===== config.mk =====
export PLATFORM = sky130hd
export DESIGN_NAME = uart_rx_frame_timer
export DESIGN_NICKNAME = d
export VERILOG_FILES = /design/src/rtl/uart_rx_frame_timer.sv
export SDC_FILE = /design/constraint.sdc
export NUM_CORES = 1
export LEC_CHECK = 0
export CAP_MARGIN = 20
export CORE_ASPECT_RATIO = 1.75
export CORE_MARGIN = 2
export CORE_UTILIZATION = 45
export CTS_BUF_LIST = sky130_fd_sc_hd__clkbuf_2
export DETAILED_ROUTE_END_ITERATION = 12
export DONT_BUFFER_PORTS = 1
export GPL_TIMING_DRIVEN = 1
export PLACE_DENSITY = 0.66
export SLEW_MARGIN = 10
export SYNTH_ARGS = -nofsm -noshare
export SYNTH_HDL_FRONTEND = slang
export SYNTH_SLANG_ARGS = --single-unit

===== constraint.sdc =====
create_clock -name CLK -period 7.8 [get_ports CLK]
set_input_delay 1.17 -clock CLK [delete_from_list [all_inputs] [get_ports CLK]]
set_output_delay 1.17 -clock CLK [all_outputs]
set_load 0.01 [all_outputs]

===== src/rtl/uart_rx_frame_timer.sv =====
// Oversampling bit/frame timer for the UART receiver with mid-bit sampling.
// Define UART_RX_MAJORITY_EN for a 3-sample majority vote; the default is a single mid-bit sample.
module uart_rx_frame_timer #(
    parameter int PRESCALE_W = 6,
    parameter int BIT_CNT_W  = 4
) (
    input  logic                  CLK,
    input  logic                  RST,
    input  logic                  enable,
    input  logic [PRESCALE_W-1:0] Prescale,
    input  logic [BIT_CNT_W-1:0]  frame_bits,
    input  logic                  RX_IN,
    output logic [PRESCALE_W-1:0] edge_cnt,
    output logic [BIT_CNT_W-1:0]  bit_cnt,
    output logic                  busy,
    output logic                  bit_done,
    output logic                  frame_done,
    output logic                  sampled_bit,
    output logic                  sample_valid
);

    localparam logic [PRESCALE_W-1:0] MIN_P = PRESCALE_W'(6);
    localparam logic [BIT_CNT_W-1:0]  MIN_F = BIT_CNT_W'(2);

    logic [PRESCALE_W-1:0] p_lat;
    logic [PRESCALE_W-1:0] p_eff;
    logic [PRESCALE_W-1:0] p_last;
    logic [PRESCALE_W-1:0] mid;
    logic [BIT_CNT_W-1:0]  f_lat;
    logic [BIT_CNT_W-1:0]  f_eff;
    logic [BIT_CNT_W-1:0]  f_last;
    logic                  last_edge;
    logic                  last_bit;
    logic                  sample_at;
    logic                  sample_val;

    // Until the parameters are latched the live (clamped) inputs set the timing.
    always_comb begin
        p_eff     = busy ? p_lat : ((Prescale < MIN_P) ? MIN_P : Prescale);
        f_eff     = busy ? f_lat : ((frame_bits < MIN_F) ? MIN_F : frame_bits);
        p_last    = p_eff - PRESCALE_W'(1);
        f_last    = f_eff - BIT_CNT_W'(1);
        mid       = p_eff >> 1;
        last_edge = (edge_cnt == p_last);
        last_bit  = (bit_cnt == f_last);
    end

    assign bit_done   = enable & last_edge;
    assign frame_done = bit_done & last_bit;

    always_ff @(posedge CLK or posedge RST) begin
        if (RST) begin
            edge_cnt <= '0;
            bit_cnt  <= '0;
            busy     <= 1'b0;
            p_lat    <= MIN_P;
            f_lat    <= MIN_F;
        end else if (!enable) begin
            edge_cnt <= '0;
            bit_cnt  <= '0;
            busy     <= 1'b0;
        end else begin
            if (!busy) begin
                p_lat <= p_eff;
                f_lat <= f_eff;
                busy  <= 1'b1;
            end
            if (last_edge) begin
                edge_cnt <= '0;
                bit_cnt  <= last_bit ? '0 : bit_cnt + BIT_CNT_W'(1);
            end else begin
                edge_cnt <= edge_cnt + PRESCALE_W'(1);
            end
        end
    end

`ifdef UART_RX_MAJORITY_EN
    logic vote_a;
    logic vote_b;

    // Early and centre captures; the third sample is taken live at mid+1.
    always_ff @(posedge CLK or posedge RST) begin
        if (RST) begin
            vote_a <= 1'b0;
            vote_b <= 1'b0;
        end else if (!enable) begin
            vote_a <= 1'b0;
            vote_b <= 1'b0;
        end else begin
            if (edge_cnt == mid - PRESCALE_W'(1)) vote_a <= RX_IN;
            if (edge_cnt == mid) vote_b <= RX_IN;
        end
    end

    assign sample_at  = (edge_cnt == mid + PRESCALE_W'(1));
    assign sample_val = (vote_a & vote_b) | (vote_a & RX_IN) | (vote_b & RX_IN);
`else
    assign sample_at  = (edge_cnt == mid);
    assign sample_val = RX_IN;
`endif

    // sampled_bit keeps its last value across an abort; only the strobe is cleared.
    always_ff @(posedge CLK or posedge RST) begin
        if (RST) begin
            sampled_bit  <= 1'b0;
            sample_valid <= 1'b0;
        end else if (!enable) begin
            sample_valid <= 1'b0;
        end else begin
            sample_valid <= sample_at;
            if (sample_at) sampled_bit <= sample_val;
        end
    end

endmodule


==> results of run 1 <==
## metal layers
metal  up-vias  part of all wire (%)  GRT usage [%]
met3         4                   3.7           2.44
met1       540                    38           19.3
met2        24                    56           32.7
li1        549                     -              -
met5         -                     0              0
met4         0                   1.4           7.03
## final timing paths
check                      depth (start not counted)                  from                     end
setup / recovery                                  11           Prescale[5]              frame_done
hold / removal                                     2  f_lat[1]$_DFFE_PP1P_    f_lat[1]$_DFFE_PP1P_
setup reg to reg                                  11        busy$_DFF_PP0_  bit_cnt[2]$_DFFE_PP0P_
hold reg to reg                                    2  f_lat[1]$_DFFE_PP1P_    f_lat[1]$_DFFE_PP1P_
max in group asynchronous                          1                   RST    p_lat[4]$_DFFE_PP0P_
min in group asynchronous                          1                   RST  sample_valid$_DFF_PP0_
## placed cells by master, fill, tap and decap left out, types with 2 or more instances in the layout
master,netlist,final
nor4_1,2,2
a21oi_1,4,4
mux2_2,7,7
dfstp_2,3,3
inv_1,4,4
o21ai_0,7,7
nor3_1,5,5
mux2i_1,5,5
nand2b_1,6,6
nand2_1,14,14
xor2_1,9,9
nand4_1,4,4
xnor2_1,10,10
and3_1,2,2
o31ai_1,3,3
o21a_1,3,3
nand3_1,4,4
ha_1,4,4
nor2_1,16,16
dfrtp_1,20,20
clkbuf_2,0,3
a21boi_1,2,2
## critical path, stage by stage
cell	delay [ns]
nor3_1	0.49
a21oi_1	0.18
inv_1	0.12
ha_1	0.23
nand2_1	0.08
nor4_1	0.21
nor3_1	0.10
o32a_1	0.20
nor3_4	0.34
and2_1	0.25
and2b_1	0.19
## kinds of logic after synthesis
family / synth area share [%]
mux: 9.42
simple gates: 23.1
flops: 38.3
buf+inv: 3.30
compound gates: 10.6
xor+xnor: 12.1
fa+ha+maj: 3.31
## where the power goes
group	switching, mW	internal (mW)
Clock	0.0382	0.0119
Combinational	0.0330	0.0316
Sequential	0.0153	0.133
## registers in the layout (all words and copies together) (netlist names)
name and cells:
sample_valid 1, p_lat 6, busy 1, f_lat 4
sampled_bit 1, edge_cnt 6, bit_cnt 4
## final cells by class
cell class / instances / area (sq um)
Fill cell: 316 / 1620
Multi-Input combinational cell: 125 / 885
Sequential cell: 23 / 579
Tap cell: 43 / 53.8
Clock buffer: 3 / 15.0
Inverter: 4 / 15.0
Clock inverter: 1 / 7.51
==> impl_metrics.yaml, run 1 <==
status:
  status: "complete, no violations"
routing:
  route.detailed.drc: 0
  dr.pass1.iters: 4
  drt_iter0_drc: 27
  num_vias: 1117
  avgViaCountPerCell: 5.61
  wirelength_um: 3060
  routedWlPerCell_um: 15.4
  ant_nets: 0
cells_and_area:
  instances_no_fill: 199
  fin_area_sq_um: 1560
  area_growth_pct: 2.73
  fin_nets: 175
  drive_gt1_share_pct: 12.8
  finish.utilization_pct: 49.0
  antennaDiodeCount: 0
flow_run:
  cap_viol_max_count: 0
sta:
  slew-limit-headroom_pct: 37.2
  hold_ws_ns: 0.504
  fin_crit_sh_pct: 60.6
  max_freq_ghz: 0.211
  min_period_ns: 4.73
  hold_viol: 0
  maxSlewViolCount: 0
  setup_ws_ns: 3.07
  finalSetupTns_ns: 0
  worstMarginPinSlew_ns: 0.941
  rsz0062_at_grt: "false"
  setup-violations-final: 0
  clock_skew_ns: 0.00185
global_route:
  grt_pass1_wl_um: 5030
  grt_usage_pct: 17.9
  grt-ovfl-total: 0
  grt_pass1_vias: 1151
  grt_antenna_before_repair: 0
  grt_max_degree: 24
yosys:
  synth_area_sq_um: 1510
  async_flop_share_pct: 100
  synth_nets: 177
  netlist_top_cells_area: "dfrtp_1 33%, xnor2_1 5.8%, dfstp_2 5.2%"
  yosysTopAreaCell: "dfrtp_1"
  synth_cells: 159
  avgSynthCellArea_sq_um: 9.52
  synth-seq-area-share_pct: 38.3
  ys_warn_count: 0
  synth-main-ff-cell: "dfrtp_1"
  ys_seq_elements: 23
  synth_top_area_share_pct: 33.1
  yosys-top-cells-count: "20 x dfrtp_1, 16 x nor2_1, 14 x nand2_1"
  synth_edf_count: 0
  synthDistinctLibCells: 43
  yosysMostFrequentCell: "dfrtp_1"
cts:
  root_buffer: "clkbuf_2"
  clock_latency_ns: 0.34
  ctsHoldBuffers: 0
  cts.sinks: 23
  cts_tree: "built"
  cts.htree.levels: 1
  clkTransAtPathRegs_ns: 0.23
  cts_buffers: 3
  cts_buffer_depth: 2
  cts_resized: 0
  cts_setup_buffers: 0
placement:
  hpwl_um: 2330
  gp_congestion: 0.814
  dp_slack_ns: 3.07
  dpl_cell_area_sq_um: 1530
  io_buffers: 0
  numPlacedInstances: 195
floorplan:
  die_w_um: 47.8
  num_rows: 27
  core_sq_um: 3180
  die_h_um: 80.7
  ios: 29
  die-area_sq_um: 3860
  start_util_pct: 47.7
critical_path:
  worst_setup_path_start_kind: "input pin"
  worstSetupPathType: "input pin to output port"
  end_kind: "output port"
  cp.required_ns: 6.63
  critPathArrivalTime_ns: 3.56
  critPathMaxFanout: 9
  reg2reg_slack_ns: 4.66
power_and_ir_drop:
  powerDensity_nw_per_um2: 169
  leakagePower_nw: 0.670
  peakVddDrop_mv: 0.106
  p_total_uw: 263
worst_hold_path:
  hold_path_class: "register to register"
Note: power is estimated with default switching activity, not from simulation.
==> run 2: changes to the inputs <==
==> constraint.sdc (replaced) <==
create_clock -name CLK -period 4.45 [get_ports CLK]
set_input_delay 0.6675 -clock CLK [delete_from_list [all_inputs] [get_ports CLK]]
set_output_delay 0.6675 -clock CLK [all_outputs]
set_load 0.01 [all_outputs]
==> impl_metrics.yaml, run 2 (synthesis results as in run 1) <==
status:
  status: "complete, no violations"
floorplan:
  die-area_sq_um: 3860
  ios: 29
  start_util_pct: 47.7
  die_w_um: 47.8
  core_sq_um: 3180
  die_h_um: 80.7
  num_rows: 27
routing:
  dr.pass1.iters: 6
  routedWlPerCell_um: 15.7
  route.detailed.drc: 0
  wirelength_um: 3140
  num_vias: 1139
  drt_iter0_drc: 29
  ant_nets: 0
  avgViaCountPerCell: 5.70
cells_and_area:
  antennaDiodeCount: 0
  finish.utilization_pct: 49.1
  biggestRegsByFlops: "edge_cnt (6), p_lat (6)"
  n_fill_cell: 317
  area_growth_pct: 3.06
  seq_area_sq_um: 579
  fin_nets: 176
  fin_area_sq_um: 1560
  multi_input_area_sq_um: 885
  instances_no_fill: 200
  final_common_cell: "dfrtp_1"
  drive_gt1_share_pct: 13.4
  layout_common_cells: "20 x dfrtp_1, 16 x nor2_1, 14 x nand2_1"
cts:
  cts_buffers: 3
  cts_setup_buffers: 0
  ctsHoldBuffers: 0
  clock_latency_ns: 0.34
  cts_buffer_depth: 2
  cts.htree.levels: 1
  cts_tree: "built"
  cts.sinks: 23
  clkTransAtPathRegs_ns: 0.22
  root_buffer: "clkbuf_2"
  cts_resized: 0
placement:
  numPlacedInstances: 196
  dp_slack_ns: 0.771
  hpwl_um: 2400
  dpl_cell_area_sq_um: 1540
  gp_congestion: 0.884
  io_buffers: 0
global_route:
  grt_antenna_before_repair: 0
  grt-ovfl-total: 0
  grt_pass1_vias: 1214
  grt_pass1_wl_um: 5150
  grt_max_degree: 24
  grt_usage_pct: 18.2
sta:
  setup-violations-final: 0
  setup_ws_ns: 0.639
  finalSetupTns_ns: 0
  maxSlewViolCount: 0
  worstMarginPinSlew_ns: 0.884
  clock_skew_ns: 0.0101
  fin_crit_sh_pct: 85.6
  hold_ws_ns: 0.331
  rsz0062_at_grt: "false"
  hold_viol: 0
  slew-limit-headroom_pct: 41.0
  min_period_ns: 3.81
  max_freq_ghz: 0.262
power_and_ir_drop:
  p_total_uw: 461
  powerDensity_nw_per_um2: 296
  leakagePower_nw: 0.679
  peakVddDrop_mv: 0.162
critical_path:
  worstSetupPathType: "register to output port"
  worst_setup_path_start_kind: "register"
  end_kind: "output port"
  critPathArrivalTime_ns: 3.14
  critPathMaxFanout: 18
  cp_slowest_cell: "dfrtp_1"
  worst_path_largest_cell_delay_ns: 0.49
  path_cells: "buf_4 -> o31ai_1 -> ha_1 -> nand2_1 -> nor4_1 -> nor3_1 -> o32a_1 -> nor3_4 -> and2_1 -> and2b_1"
  cp.required_ns: 3.78
flow_run:
  cap_viol_max_count: 0
worst_hold_path:
  hold_path_class: "input pin to register"
run 2: cell types whose count changed in the layout (fill, tap and decap cells not counted), sizes merged:
cell      before  now
buf            0    1
clkinv         0    1
clkinvlp       1    0
run 2: worst max-delay path, delay by kind of cell, from the launching register on:
kind,cells,cell delay (ns)
compound gates,2,0.64
fa+ha+maj,1,0.32
buf+inv,1,0.25
flops,1,0.49
simple gates,6,1.12
run 2: power by group:
group	internal [mW]	switching, mW	leakage [nW]
Sequential	0.233	0.0234	0.291
Combinational	0.0563	0.0625	0.372
Clock	0.0204	0.0661	0.0164
run 2: layout make-up:
type / instances / share of cell area, %
Sequential cell: 23 / 37.1
Tap cell: 43 / 3.45
Timing Repair Buffer: 1 / 0.481
Multi-Input combinational cell: 125 / 56.7
Clock buffer: 3 / 0.962
Clock inverter: 1 / 0.321
Inverter: 4 / 0.962
run 2: routing by layer:
layer / vias to the layer above / global-route usage [%] / share of wire [%]
met5: - / 0 / 0
met4: 0 / 8.92 / 1.8
met3: 6 / 3.56 / 3.7
met2: 27 / 31.9 / 55
met1: 556 / 19.5 / 39
li1: 550 / - / -
run 2: path summary, 6_finish.rpt:
kind | from | to | slack (ns) | cells past startpoint
worst min-delay path | enable | busy$_DFF_PP0_ | 0.33 | 0
worst max-delay path | busy$_DFF_PP0_ | frame_done | 0.64 | 10
worst min register to register | p_lat[0]$_DFFE_PP0P_ | p_lat[0]$_DFFE_PP0P_ | 0.51 | 2
worst max register to register | busy$_DFF_PP0_ | bit_cnt[2]$_DFFE_PP0P_ | 1.63 | 10
max in group asynchronous | RST | busy$_DFF_PP0_ | 3.55 | 1
min in group asynchronous | RST | sampled_bit$_DFFE_PP0P_ | 0.36 | 1
==> RTL edit: new RTL, flow settings as in run 2 <==
Change the parameter `BIT_CNT_W` from 4 to 5.
--- a/src/rtl/uart_rx_frame_timer.sv
+++ b/src/rtl/uart_rx_frame_timer.sv
@@ -2,7 +2,7 @@
 // Define UART_RX_MAJORITY_EN for a 3-sample majority vote; the default is a single mid-bit sample.
 module uart_rx_frame_timer #(
     parameter int PRESCALE_W = 6,
-    parameter int BIT_CNT_W  = 4
+    parameter int BIT_CNT_W  = 5
 ) (
     input  logic                  CLK,
     input  logic                  RST,
Interface: changed (resized bit_cnt and frame_bits); port bits go from 29 to 31. The function was not compared with the original's and may differ.
==> RTL edit against run 2 <==
Critical path depth down 1. Clock power up 7.1%. Setup slack worse by 0.23 ns. First-iteration DRC count down 24%. Final cell count up 7.5%. Sequential cell count up 2. Synthesized area up 9.5%. Cell area up 10%. Wire length up 11%. Sequential share of layout area down 0.49 points. Register-to-register slack worse by 0.15 ns. Die area up 8.9%. Power up 6.9%. Critical path type unchanged. Largest cell class unchanged.
==> RTL edit: results (changes against run 2) <==
Outcome
  – Run status: complete, no violations

Drt
  – Vias per cell: 5.85 (+2.7%)
  – TritonRoute pass-1 iters: 4 (-2)
  – M1 WL: 1250 microns (+1.5%)
  – DR iter-0 viols: 22 (-24%)
  – Wire per inst: 16.3 microns (+3.5%)
  – Met3 WL: 108 microns (-6.9%)

Pwr
  – Switching share of power: 0.322 (-0.00770)
  – Sequential Power Share: 0.566 (+0.011)
  – Pwr Density: 287 nW/um^2 (-2.9%)
  – Flop+latch power: 279 uW (+9.0%)
  – Maximum vdd ir drop: 0.000199 V (+22%)

GRT
  – First-pass GRT wire length: 6140 microns (+19%)
  – GR Util met1: 0.200 (+0.00536)
  – Vias in the first global route: 1329 (+9.5%)
  – M3 GR Usage: 0.0214 (-0.0142)
  – M2 GR Usage: 0.355 (+0.0365)
  – Largest net degree at the start of global routing: 26 (+8.3%)

Logic synthesis
  – Post-synth top cells: dfrtp_1 (22), nand2_1 (18), nor2_1 (16)
  – Mapped Avg Cell Area: 9.64 sq um (+1.2%)
  – Distinct cells, synth: 47 (+9.3%)
  – Post-synthesis mux area share: 0.100 (+0.00616)
  – Seq/Total Area, Yosys: 0.380 (-0.00302)
  – Compound-Gate Fraction of Synth Area: 0.106 (-0.000125)
  – Synth top area cells: dfrtp_1 (33%), xor2_1 (6.9%), dfstp_2 (4.8%)

Floorplanning
  – CORE AREA: 3590 sq um (+13%)

Place
  – GPL Wtd Cong: 0.801 (-9.5%)
  – DP HPWL: 2690 microns (+12%)

Clock tree
  – Later-pin clock latency in the skew report: 0.36 ns (+0.02 ns)

Finish
  – Share of layout cells above drive strength 1: 0.154 (+0.0201)
  – Comb_multi_in: 135 (+8.0%)
  – Buffers excl. clock: 1 (unchanged)
  – Buffering overhead: 0.0160 (+0.0112)
  – Multi-input logic area: 968 sq um (+9.5%)
  – Fin nets: 189 (+7.4%)
  – CLK BUF: 4 (+1)
  – ClkCell Share: 0.0117 (-0.00118)
  – Fill cell count: 348 (+9.8%)
  – Fraction of area in registers: 0.366 (-0.00494)

Critical path
  – Critical Path Fanout Max: 22 (+4)
  – Worst R2R Path Depth: 9 (-1)
  – Critical R2R Capture: bit_cnt[4]$_DFFE_PP0P_
  – FF-to-FF setup slack: 1.48 ns (-0.15 ns)

Timing
  – Slew @ Worst Pin: 0.879 ns (-0.00476 ns)
  – Worst setup margin: 0.412 ns (-0.227 ns)
  – Clk_skew: 0.00768 ns (-0.00240 ns)

Worst hold path
  – HP Class: input port to asynchronous set/reset pin
==> RTL edit: how the worst min path moves through the flow <==
| stage | from | to | slack (ns) | depth (start not counted) |
|---|---|---|---|---|
| detailed placement | p_lat[0]$_DFFE_PP0P_ | p_lat[0]$_DFFE_PP0P_ | 0.48 | 2 |
| floorplan | p_lat[0]$_DFFE_PP0P_ | p_lat[0]$_DFFE_PP0P_ | 0.45 | 2 |
| global placement | p_lat[1]$_DFFE_PP1P_ | p_lat[1]$_DFFE_PP1P_ | 0.46 | 2 |
| global route | RST | bit_cnt[2]$_DFFE_PP0P_ | 0.04 | 1 |
| finish | RST | bit_cnt[3]$_DFFE_PP0P_ | 0.07 | 1 |
| CTS | enable | busy$_DFF_PP0_ | 0.29 | 0 |
==> RTL edit: critical path: stages (launching register included) <==
cell and delay [ns]:
dfrtp_1 0.97, a21oi_1 0.15, a21oi_2 0.29, inv_1 0.08, ha_1 0.24, nor3_1 0.29
nor4_2 0.12, nor3_4 0.35, and2_1 0.25, nor2b_1 0.26
